[config.mk]
export PLATFORM = sky130hd
export DESIGN_NAME = rename_stage
export DESIGN_NICKNAME = d
export VERILOG_FILES = /design/src/rtl/rename_stage.sv
export SDC_FILE = /design/constraint.sdc
export NUM_CORES = 1
export LEC_CHECK = 0
export BUFFER_PORTS_ARGS = -buffer_cell sky130_fd_sc_hd__buf_4
export CAP_MARGIN = 10
export CORE_MARGIN = 2
export CORE_UTILIZATION = 50
export DETAILED_ROUTE_END_ITERATION = 10
export MAX_ROUTING_LAYER = met4
export PLACE_DENSITY = 0.77
export REMOVE_ABC_BUFFERS = 1
export SLEW_MARGIN = 30
export SYNTH_ARGS = -nofsm -noshare
export SYNTH_HDL_FRONTEND = slang
export SYNTH_SLANG_ARGS = --single-unit
[constraint.sdc]
create_clock -name clk -period 15.5 [get_ports clk]
set_input_delay 3.1 -clock clk [delete_from_list [all_inputs] [get_ports clk]]
set_output_delay 3.1 -clock clk [all_outputs]
set_load 0.01 [all_outputs]
[src/rtl/rename_stage.sv]
// Register-rename stage: a speculative RAT and a FIFO free list feed one registered
// output slot with valid/ready backpressure toward dispatch/ROB.
module rename_stage #(
  parameter type T         = logic [31:0],
  parameter int  NUM_PREGS = 64,
  parameter int  PREG_W    = $clog2(NUM_PREGS),
  parameter int  FL_DEPTH  = NUM_PREGS - 32
) (
  input  logic              clk,
  input  logic              rst,
  input  logic              i_valid,
  output logic              o_ready,
  input  logic [8:0]        i_pc,
  input  logic [4:0]        i_rs1,
  input  logic [4:0]        i_rs2,
  input  logic [4:0]        i_rd,
  input  T                  i_immediate,
  input  logic              i_ALUsrc,
  input  logic              i_Branch,
  input  logic              i_Memread,
  input  logic              i_Memwrite,
  input  logic              i_Regwrite,
  input  logic [1:0]        i_ALUOp,
  input  logic [1:0]        i_FUtype,
  output logic              o_valid,
  input  logic              i_ready,
  output logic [8:0]        o_pc,
  output T                  o_immediate,
  output logic              o_ALUsrc,
  output logic              o_Branch,
  output logic [1:0]        o_ALUOp,
  output logic [1:0]        o_FUtype,
  output logic              o_Memread,
  output logic              o_Memwrite,
  output logic              o_Regwrite,
  output logic [PREG_W-1:0] o_prs1,
  output logic [PREG_W-1:0] o_prs2,
  output logic [PREG_W-1:0] o_prd,
  output logic [PREG_W-1:0] o_old_prd,
  input  logic              i_commit_valid,
  input  logic [PREG_W-1:0] i_commit_preg
);

  localparam int IDX_W = (FL_DEPTH > 1) ? $clog2(FL_DEPTH) : 1;
  localparam int CNT_W = $clog2(FL_DEPTH + 1);

  logic [PREG_W-1:0] rat_reg [32];
  logic [PREG_W-1:0] fl_reg [FL_DEPTH];
  logic [IDX_W-1:0]  head_reg, head_next;
  logic [IDX_W-1:0]  tail_reg, tail_next;
  logic [CNT_W-1:0]  count_reg, count_next;

  logic              accept;
  logic              alloc;
  logic              push;
  logic              fl_full;
  logic [PREG_W-1:0] alloc_preg;

  assign o_ready    = (!o_valid || i_ready) && (count_reg != '0);
  assign accept     = i_valid && o_ready;
  assign alloc      = accept && i_Regwrite && (i_rd != 5'd0);
  assign fl_full    = (count_reg == CNT_W'(FL_DEPTH));
  assign push       = i_commit_valid && (i_commit_preg != '0) && !fl_full;
  assign alloc_preg = fl_reg[head_reg];

  // Depth need not be a power of two, so both pointers wrap explicitly.
  always_comb begin
    head_next  = head_reg;
    tail_next  = tail_reg;
    count_next = count_reg;
    if (alloc)
      head_next = (head_reg == IDX_W'(FL_DEPTH - 1)) ? '0 : head_reg + 1'b1;
    if (push)
      tail_next = (tail_reg == IDX_W'(FL_DEPTH - 1)) ? '0 : tail_reg + 1'b1;
    case ({push, alloc})
      2'b10:   count_next = count_reg + 1'b1;
      2'b01:   count_next = count_reg - 1'b1;
      default: count_next = count_reg;
    endcase
  end

  always_ff @(posedge clk or posedge rst) begin
    if (rst) begin
      head_reg  <= '0;
      tail_reg  <= '0;
      count_reg <= CNT_W'(FL_DEPTH);
    end else begin
      head_reg  <= head_next;
      tail_reg  <= tail_next;
      count_reg <= count_next;
    end
  end

  // x0 is never written because allocation requires rd != 0.
  always_ff @(posedge clk or posedge rst) begin
    if (rst) begin
      for (int i = 0; i < 32; i++) rat_reg[i] <= PREG_W'(i);
    end else if (alloc) begin
      rat_reg[i_rd] <= alloc_preg;
    end
  end

  always_ff @(posedge clk or posedge rst) begin
    if (rst) begin
      for (int i = 0; i < FL_DEPTH; i++) fl_reg[i] <= PREG_W'(32 + i);
    end else if (push) begin
      fl_reg[tail_reg] <= i_commit_preg;
    end
  end

  always_ff @(posedge clk or posedge rst) begin
    if (rst) begin
      o_valid     <= 1'b0;
      o_pc        <= '0;
      o_immediate <= '0;
      o_ALUsrc    <= 1'b0;
      o_Branch    <= 1'b0;
      o_ALUOp     <= '0;
      o_FUtype    <= '0;
      o_Memread   <= 1'b0;
      o_Memwrite  <= 1'b0;
      o_Regwrite  <= 1'b0;
      o_prs1      <= '0;
      o_prs2      <= '0;
      o_prd       <= '0;
      o_old_prd   <= '0;
    end else if (accept) begin
      o_valid     <= 1'b1;
      o_pc        <= i_pc;
      o_immediate <= i_immediate;
      o_ALUsrc    <= i_ALUsrc;
      o_Branch    <= i_Branch;
      o_ALUOp     <= i_ALUOp;
      o_FUtype    <= i_FUtype;
      o_Memread   <= i_Memread;
      o_Memwrite  <= i_Memwrite;
      o_Regwrite  <= i_Regwrite;
      o_prs1      <= rat_reg[i_rs1];
      o_prs2      <= rat_reg[i_rs2];
      o_prd       <= alloc ? alloc_preg : '0;
      o_old_prd   <= alloc ? rat_reg[i_rd] : '0;
    end else if (i_ready) begin
      o_valid     <= 1'b0;
    end
  end

  // Returning a register into a full list means the ROB freed something twice.
  assert property (@(posedge clk) disable iff (rst)
    !(i_commit_valid && (i_commit_preg != '0) && fl_full));

endmodule

==> results.sh, run 1 <==
export IMPL_status="complete, no violations"
export IMPL_ir_drop_mv=0.164
export IMPL_io_pins=152
export IMPL_vias_per_cell=6.35
export IMPL_synth_cell_types=55
export IMPL_hold_end="rat_reg[189]"
export IMPL_design_area_sq_um=28200
export IMPL_antenna_found_initial=0
export IMPL_path_max_fanout=5
export IMPL_grt_pass1_vias=17500
export IMPL_multiInputGateArea_sq_um=12100
export IMPL_fin_crit_sh=0.443
export IMPL_wl_met3_microns=5400
export IMPL_wl_microns=68000
export IMPL_rr_worst_depth=12
export IMPL_slew_violations=0
export IMPL_dr_wl_met2_microns=32600
export IMPL_critPathLaunchType="input port"
export IMPL_cts_tree="yes"
export IMPL_overflow=0
export IMPL_holdPathStages=0
export IMPL_clk_latency_ns=0.62
export IMPL_syn_area_sq_um=24900
export IMPL_worstSetupEndpointType="output port"
export IMPL_n_fill_cell=3889
export IMPL_finalNonFillerCells=2722
export IMPL_hpwl_microns=43900
export IMPL_synthArstFlopShare=1.00
export IMPL_setup_viol_count_final=0
export IMPL_start_util=0.508
export IMPL_maxCapViolations=0
export IMPL_placed_area_sq_um=26400
export IMPL_crit_type="in2out"
export IMPL_reg2reg_to="count_reg[4]"
export IMPL_die_h_microns=227
export IMPL_wire_per_inst_microns=25.0
export IMPL_fin_nets=2101
export IMPL_cp_required_ns=12.40
export IMPL_drc=0
export IMPL_hold_violations=0
export IMPL_io_buffer_count=151
export IMPL_grt_pass1_wl_microns=104000
export IMPL_clockBufferDepth=3
export IMPL_syn_area_per_cell_sq_um=12.9
export IMPL_layout_drive_gt1_share=0.472
export IMPL_fin_setup_tns_ns=0
export IMPL_core_area_sq_um=49100
export IMPL_place_ws_ns=8.64
export IMPL_drtIter0Drc=1762
export IMPL_ant_nets=0
export IMPL_clk_pin_slew_worst_paths_ns=0.06
export IMPL_skew_ns=0.0309
export IMPL_r2r_start="count_reg[1]"
export IMPL_highest_layer="met4"
export IMPL_regArea_sq_um=12100
export IMPL_dieWidth_microns=227
export IMPL_dominantRegCellSynth="dfrtp_1"
export IMPL_diodes=0
export IMPL_cp_arrival_ns=3.77
export IMPL_hold_path_startpoint="rat_reg[189]"
export IMPL_syn_inst=1928
export IMPL_grt_start_max_net_pins=190
export IMPL_slew_headroom=0.294
export IMPL_ys_warn_count=0
export IMPL_fin_hold_ws_ns=0.424
export IMPL_placement_rows=81
export IMPL_drt_met1_wl_microns=26900
export IMPL_setup_ws_ns=8.63
export IMPL_p_leak_uw=0.0127
export IMPL_grt_setup_unrepaired="no"
export IMPL_ys_seq_area_frac=0.487
export IMPL_syn_to_final_growth_pct=13.4
export IMPL_cts_repair_resized=0
export IMPL_cts_root_buffer="clkbuf_16"
export IMPL_hold_class="reg2reg"
export IMPL_post_cts_buffers=0
export IMPL_cellPowerDensity_nw_per_um2=171
export IMPL_worst_pin_slew_ns=1.05
export IMPL_numClockSinks=475
export IMPL_grt_total_usage=0.272
export IMPL_h_tree_depth=2
export IMPL_vias=17300
export IMPL_min_period_ns=6.87
export IMPL_rrSetupSlack_ns=11.77
export IMPL_synth_edf_count=0
export IMPL_die_area_sq_um=51600
export IMPL_fmax_ghz=0.146
export IMPL_synth_seq_cells=475
export IMPL_first_pass_iters=6
export IMPL_cts_buffers=51
export IMPL_place_congestion=0.949
export IMPL_cts_hold_buf=0
export IMPL_dp_cells=2625
[kinds of logic after synthesis]
family          Yosys count  synth area share
compound gates          245            0.0716
mux                     683             0.335
simple gates            355            0.0688
xor+xnor                  7           0.00246
buf+inv                 153            0.0306
fa+ha+maj                10           0.00502
flops                   475             0.487
[cells in the mapped netlist, drive strengths merged, types with 24 or more instances]
library cell | instances | area share
a22o | 33 | 0.012
a221oi | 24 | 0.0084
nor2 | 32 | 0.0048
nand2 | 236 | 0.038
clkbuf | 67 | 0.010
dfrtp | 282 | 0.28
mux2i | 219 | 0.088
a22oi | 63 | 0.019
a21oi | 38 | 0.0076
dfstp | 193 | 0.20
mux2 | 382 | 0.17
o22ai | 41 | 0.010
mux4 | 82 | 0.074
buf | 80 | 0.019
[worst max-delay path: stages]
cell	delay [ns]
buf_4	0.10
nand2b_1	0.21
nor2b_1	0.18
buf_4	0.18
[power breakdown]
part	switching [uW]	total, uW	leakage (uW)	internal (uW)
registers	315	2060	0.00570	1740
logic	775	1490	0.00615	711
clock network	506	1270	0.000881	766
total	1600	4820	0.0127	3220
[metal layers]
metal,GRT usage,vias up
met5,-,-
met1,0.350,8922
li1,-,7393
met4,0.120,0
met3,0.0551,196
met2,0.419,776
[final cells by class]
| class | count | share of cell area |
|---|---|---|
| sequential | 475 | 0.430 |
| inverter | 6 | 0.00124 |
| multi-input combinational | 1300 | 0.427 |
| timing repair buffer | 181 | 0.0494 |
| clock buffer | 81 | 0.0560 |
| tap | 664 | 0.0294 |
| clock inverter | 15 | 0.00713 |
[cell usage in the layout, fill, tap and decap left out, types with 6 or more instances in the layout]
master	n
o22ai_1	41
nor2_1	32
nor2b_1	9
nand2_2	20
ha_1	10
a221oi_1	24
nand2b_1	7
nand3b_1	9
o21ai_0	11
nor3b_1	8
o41ai_1	12
clkbuf_1	12
mux2_2	382
and3_1	7
dfstp_2	193
a22o_1	33
buf_4	178
clkbuf_16	52
mux4_2	82
a32o_1	6
dfrtp_1	281
clkinv_2	6
a22oi_1	58
clkbuf_8	17
a21oi_1	38
nand2_1	216
o221ai_1	6
nor3_1	10
mux2i_1	219
[worst max path at each step]
| stage | cells past startpoint | slack, ns | from | to |
|---|---|---|---|---|
| 2_1_floorplan | 1 | -0.53 | rst | count_reg[0] |
| 3_3_place_gp | 4 | 8.69 | i_ready | o_ready |
| 3_5_place_dp | 4 | 8.64 | i_ready | o_ready |
| 4_1_cts | 4 | 8.63 | i_ready | o_ready |
| 5_1_grt | 4 | 8.58 | i_ready | o_ready |
| 6_report | 4 | 8.63 | i_ready | o_ready |
[per-stage QoR]
| step | util | total power, uW |
|---|---|---|
| after floorplan | - | 2940 |
| after global placement | 0.539 | 3450 |
| after detailed placement | 0.539 | 3540 |
| after CTS | 0.575 | 4830 |
| after global routing | 0.576 | 5040 |
| final | 0.576 | 4820 |
Note: power is estimated with default switching activity, not from simulation.
==> run 2, diff against run 1 <==
- ABC_AREA: not set -> 1
- clock period: 15.5 -> 5.7 ns (I/O delays scaled with it)
==> run 2 against run 1 <==
  * Area after synthesis is 8.8% higher
  * Setup slack worse by 6.4 ns
  * Clock power grew to 3.0 times the previous value
  * Register-to-register slack worse by 9.2 ns
  * Sequential share of layout area is 3.2 points lower
  * Critical path depth is 11 higher
  * Cell area is 8.0% higher
  * Largest power group unchanged
  * Sequential cell count stayed put
  * Wire length is 32% higher
  * First-iteration DRC count is 83% higher
  * Cell count is 72% higher
==> results.sh, run 2 <==
export IMPL_synth_xor_area_frac=0.00258
export IMPL_crit_family="buffers and inverters"
export IMPL_regArea_sq_um=12100
export IMPL_synthSimpleGateAreaFrac=0.447
export IMPL_vias=27000
export IMPL_ys_warn_count=0
export IMPL_reg2reg_to="o_prd[5]"
export IMPL_placement_rows=85
export IMPL_synth_seq_cells=475
export IMPL_top_usage_layer="met2"
export IMPL_vias_per_cell=5.76
export IMPL_crit_top_cell="nor2_2"
export IMPL_numClockSinks=475
export IMPL_syn_area_per_cell_sq_um=6.88
export IMPL_final_common_cell="nand2_1"
export IMPL_wl_microns=90000
export IMPL_hold_violations=0
export IMPL_p_leak_uw=0.0156
export IMPL_io_pins=152
export IMPL_use_met2=0.500
export IMPL_min_period_ns=3.45
export IMPL_clockBufferDepth=3
export IMPL_cp_arrival_ns=3.99
export IMPL_grt_util_met3=0.0662
export IMPL_h_tree_depth=2
export IMPL_wire_per_inst_microns=19.2
export IMPL_clk_pin_slew_worst_paths_ns=0.07
export IMPL_layout_drive_gt1_share=0.150
export IMPL_fmax_ghz=0.290
export IMPL_path_max_fanout=43
export IMPL_synth_most_common_cell="nand2_1"
export IMPL_ant_nets=0
export IMPL_cts_root_buffer="clkbuf_16"
export IMPL_rrSetupSlack_ns=2.57
export IMPL_r2r_start="head_reg[0]"
export IMPL_die_area_sq_um=56100
export IMPL_layout_common_cells="nand2_1 (1616), nand3_1 (740), nor2_1 (429), dfrtp_1 (280), buf_4 (202)"
export IMPL_antenna_found_initial=1
export IMPL_slew_violations=0
export IMPL_comb_power_share=0.367
export IMPL_yosys_top_cells_area="dfrtp_1 (26%), nand2_1 (22%), dfstp_2 (19%)"
export IMPL_synth_top_family_by_area="simple AND/OR/NAND/NOR gates"
export IMPL_hpwl_microns=56500
export IMPL_worst_pin_slew_ns=1.01
export IMPL_critPathLaunchType="input port"
export IMPL_slew_headroom=0.324
export IMPL_ys_seq_area_frac=0.447
export IMPL_dieWidth_microns=237
export IMPL_synthArstFlopShare=1.00
export IMPL_seqPwrFrac=0.391
export IMPL_n_fill_cell=5007
export IMPL_crit_buf_inv=3
export IMPL_switchingPower_uw=6750
export IMPL_syn_to_final_growth_pct=12.5
export IMPL_post_cts_buffers=0
export IMPL_hold_end="rat_reg[191]"
export IMPL_fin_setup_tns_ns=0
export IMPL_cp_required_ns=6.24
export IMPL_syn_area_sq_um=27100
export IMPL_cts_tree="yes"
export IMPL_clk_latency_ns=0.65
export IMPL_grt_start_max_net_pins=123
export IMPL_grt_pass1_wl_microns=143000
export IMPL_dominantRegCellSynth="dfrtp_1"
export IMPL_internal_power_uw=9070
export IMPL_place_congestion=1.10
export IMPL_power_frac_clock=0.242
export IMPL_cts_hold_buf=0
export IMPL_hold_class="reg2reg"
export IMPL_maxCapViolations=0
export IMPL_synthTopCellsByCount="nand2_1 (1620), nand3_1 (740), nor2_1 (431), dfrtp_1 (282), dfstp_2 (193)"
export IMPL_synth_compound_area_frac=0.0364
export IMPL_fin_nets=4026
export IMPL_ir_drop_mv=0.486
export IMPL_cts_repair_resized=0
export IMPL_synth_mux_area_frac=0
export IMPL_synth_cell_types=33
export IMPL_grt_total_usage=0.332
export IMPL_synth_edf_count=0
export IMPL_die_h_microns=237
export IMPL_yosysTopAreaCellShare=0.260
export IMPL_synth_fa_ha_area_frac=0.00462
export IMPL_grtUsageMet1=0.425
export IMPL_setup_viol_count_final=0
export IMPL_grt_pass1_vias=25700
export IMPL_start_util=0.505
export IMPL_yosysTopAreaCell="dfrtp_1"
export IMPL_placed_area_sq_um=28500
export IMPL_first_pass_iters=6
export IMPL_grt_setup_unrepaired="no"
export IMPL_design_area_sq_um=30500
export IMPL_fin_crit_sh=0.605
export IMPL_multiInputGateArea_sq_um=13300
export IMPL_rr_worst_depth=9
export IMPL_hold_path_startpoint="rat_reg[191]"
export IMPL_syn_inst=3938
export IMPL_core_area_sq_um=53700
export IMPL_cts_buffers=53
export IMPL_cpMaxStageDelayCell="inv_2"
export IMPL_cellPowerDensity_nw_per_um2=519
export IMPL_max_stage_delay_ns=0.75
export IMPL_io_buffer_count=151
export IMPL_holdPathStages=0
export IMPL_worstSetupEndpointType="register"
export IMPL_path_cells="buf_4 -> nor2_2 -> inv_2 -> nor2_2 -> nor2_2 -> ha_1 -> nand2_1 -> inv_1 -> nor2_1 -> ha_1 -> a21o_1 -> nand3_1 -> nand2_1 -> xor2_1 -> o21ai_0"
export IMPL_drc=0
export IMPL_status="complete, no violations"
export IMPL_crit_type="in2reg"
export IMPL_skew_ns=0.0279
export IMPL_overflow=0
export IMPL_fin_hold_ws_ns=0.431
export IMPL_drtIter0Drc=3217
export IMPL_p_sw_frac=0.427
## run 2: worst max path at each step
stage	start	endpoint	slack (ns)	depth (start not counted)
5_1_grt	i_rd[0]	count_reg[4]	2.06	15
4_1_cts	i_rd[0]	count_reg[4]	2.31	15
2_1_floorplan	rst	count_reg[0]	-8.37	1
6_report	i_rd[0]	count_reg[4]	2.25	15
3_5_place_dp	i_rd[0]	count_reg[4]	1.66	15
3_3_place_gp	i_rd[0]	count_reg[4]	1.76	15
## run 2: metrics by stage
step                      utilization  worst slack, ns  total power (uW)  std cells
after floorplan                     -            -8.37              9310       3678
after global routing            0.568             2.06             16700       4681
after global placement          0.531             1.76             11700       4580
after CTS                       0.567             2.31             15700       4679
after detailed placement        0.531             1.66             11800       4580
final                           0.568             2.25             15800       4681
## run 2: metal layers
layer  vias up  share of wire  wire (microns)
met3       384           0.10            9310
met4         0          0.054            4880
met5         -              0               0
met1     12500           0.39           35200
li1      12500              -               -
met2      1596           0.45           40600
## run 2: cell type report
class	count	area share
diodes	1	0.0000821
flip-flops and latches	475	0.398
multi-input cells	3045	0.437
inverters	158	0.0197
clock inverters	33	0.0168
well taps	696	0.0286
clock buffers	66	0.0471
repair buffers	207	0.0533
## run 2: power by group through the flow
stage                     combinational [uW]  sequential (uW)  clock [uW]
after floorplan                         3330             5980           0
after global placement                  5530             6140           0
after detailed placement                5650             6170           0
after CTS                               5680             6140        3860
after global routing                    6370             6340        3990
final                                   5810             6190        3830
## run 2: logic make-up (layout without fill, tap and decap cells)
kind of cell    Yosys count  after routing
other cells               0              1
xor+xnor                  8              8
compound gates          183            183
flops                   475            475
fa+ha+maj                10             10
simple gates           2844           2844
buf+inv                 418            464
==> run 3, diff against run 2 <==
- PLACE_DENSITY: 0.77 -> 0.74
- clock period: 5.7 -> 3.2 ns (I/O delays scaled with it)
==> run 3 against run 2 <==
  * Wire length is 1.4% higher
  * Setup slack worse by 1.6 ns
  * Clock power is 66% higher
  * Count of clock-buffer cells in the layout is 2 higher
  * Die area stayed put
  * Register-to-register slack worse by 1.9 ns
  * Non-clock buffer count is 33 higher
  * Via count is 0.42% lower
  * Worst hold slack worse by 0.35 ns
  * Critical path type is now reg2reg
  * Highest routed layer unchanged
==> results.sh, run 3 (synthesis gave the netlist of run 2 again) <==
export IMPL_comb_power_share=0.389
export IMPL_skew_ns=0.0339
export IMPL_cellPowerDensity_nw_per_um2=920
export IMPL_p_sw_frac=0.429
export IMPL_rr_worst_depth=11
export IMPL_rrSetupSlack_ns=0.66
export IMPL_core_area_sq_um=53700
export IMPL_fin_nets=4059
export IMPL_cp_arrival_ns=3.09
export IMPL_clk_latency_ns=0.64
export IMPL_cp_required_ns=3.75
export IMPL_post_cts_buffers=0
export IMPL_seqPwrFrac=0.386
export IMPL_cts_tree="yes"
export IMPL_layout_drive_gt1_share=0.156
export IMPL_dieWidth_microns=237
export IMPL_crit_type="reg2reg"
export IMPL_min_period_ns=2.54
export IMPL_slew_violations=0
export IMPL_hold_class="in2async"
export IMPL_critPathLaunch="head_reg[0]"
export IMPL_reg2reg_to="rat_reg[123]"
export IMPL_clk_pin_slew_worst_paths_ns=0.06
export IMPL_ir_drop_mv=1.01
export IMPL_place_congestion=0.980
export IMPL_maxCapViolations=0
export IMPL_ant_nets=0
export IMPL_path_max_fanout=47
export IMPL_start_util=0.505
export IMPL_slew_headroom=0.432
export IMPL_io_buffer_count=151
export IMPL_drc=0
export IMPL_overflow=0
export IMPL_worst_pin_slew_ns=0.852
export IMPL_cts_hold_buf=0
export IMPL_grt_pass1_vias=25300
export IMPL_hold_violations=0
export IMPL_status="complete, no violations"
export IMPL_fin_crit_sh=0.792
export IMPL_fin_util=0.575
export IMPL_power_frac_clock=0.225
export IMPL_switchingPower_uw=12200
export IMPL_critPathLaunchType="register"
export IMPL_die_h_microns=237
export IMPL_place_ws_ns=0.324
export IMPL_antenna_found_initial=2
export IMPL_p_leak_uw=0.0159
export IMPL_fin_setup_tns_ns=0
export IMPL_grt_total_usage=0.336
export IMPL_setup_viol_count_final=0
export IMPL_internal_power_uw=16200
export IMPL_grt_pass1_wl_microns=145000
export IMPL_wl_microns=91300
export IMPL_hpwl_microns=56400
export IMPL_worstSetupEndpointType="register"
export IMPL_wire_per_inst_microns=19.4
export IMPL_grt_start_max_net_pins=97
export IMPL_setup_ws_ns=0.664
export IMPL_vias=26900
export IMPL_io_pins=152
export IMPL_layout_common_cells="nand2_1 (1617), nand3_1 (740), nor2_1 (429), dfrtp_1 (280), buf_4 (214)"
export IMPL_die_area_sq_um=56100
export IMPL_final_common_cell="nand2_1"
export IMPL_first_pass_iters=6
export IMPL_numClockSinks=475
export IMPL_drtIter0Drc=3616
export IMPL_h_tree_depth=2
export IMPL_critPathCapture="rat_reg[123]"
export IMPL_grt_setup_unrepaired="no"
export IMPL_cts_root_buffer="clkbuf_16"
export IMPL_fmax_ghz=0.394
export IMPL_vias_per_cell=5.70
export IMPL_cts_buffers=53
export IMPL_placement_rows=85
export IMPL_r2r_start="head_reg[0]"
export IMPL_syn_to_final_growth_pct=13.9
export IMPL_clockBufferDepth=3
export IMPL_cts_repair_resized=0
run 3: final cells by class:
class	instances	area, sq um
multi-input cells	3045	13300
flip-flops and latches	475	12100
inverters	158	601
clock inverters	32	362
repair buffers	240	2130
clock buffers	68	1460
diodes	2	5.00
well taps	696	871
fillers	5063	22800
run 3: power groups by stage:
| stage | combinational [uW] | clock, uW | sequential (uW) |
|---|---|---|---|
| detailed placement | 10800 | 0 | 10900 |
| global route | 12000 | 6700 | 11200 |
| finish | 11000 | 6370 | 11000 |
| CTS | 10800 | 6460 | 10900 |
| floorplan | 5930 | 0 | 10700 |
| global placement | 10600 | 0 | 10900 |
run 3: how the worst min path moves through the flow:
stage              endpoint  slack (ns)  cells past startpoint
5_1_grt         rat_reg[54]        0.13                      2
4_1_cts         rat_reg[57]        0.09                      2
2_1_floorplan  rat_reg[186]        0.40                      0
3_5_place_dp   rat_reg[190]        0.42                      0
3_3_place_gp   rat_reg[190]        0.41                      0
6_report        rat_reg[57]        0.08                      2
run 3: layer usage:
layer,GRT usage,wire length (microns)
met1,0.444,36600
met2,0.508,41300
met3,0.0695,9630
met4,0.133,3720
met5,-,0
run 3: worst max-delay path, stage by stage, from the launching register on:
cell and delay (ns):
dfrtp_4 0.68, inv_2 0.28, buf_12 0.25, nand2_1 0.08, nand3_1 0.09, nand3_1 0.10
nand2_1 0.08, a21oi_1 0.04, nand2_1 0.07, buf_4 0.50, nand3_1 0.15, nand2_1 0.09
run 3: per-stage QoR:
stage	instance area (sq um)	cells	power, uW	hold slack (ns)
2_1_floorplan	26000	3678	16600	0.395
3_3_place_gp	29000	4614	21500	0.414
3_5_place_dp	29000	4614	21700	0.419
4_1_cts	30900	4714	28100	0.0937
5_1_grt	30900	4716	30000	0.126
6_report	30900	4716	28400	0.0797
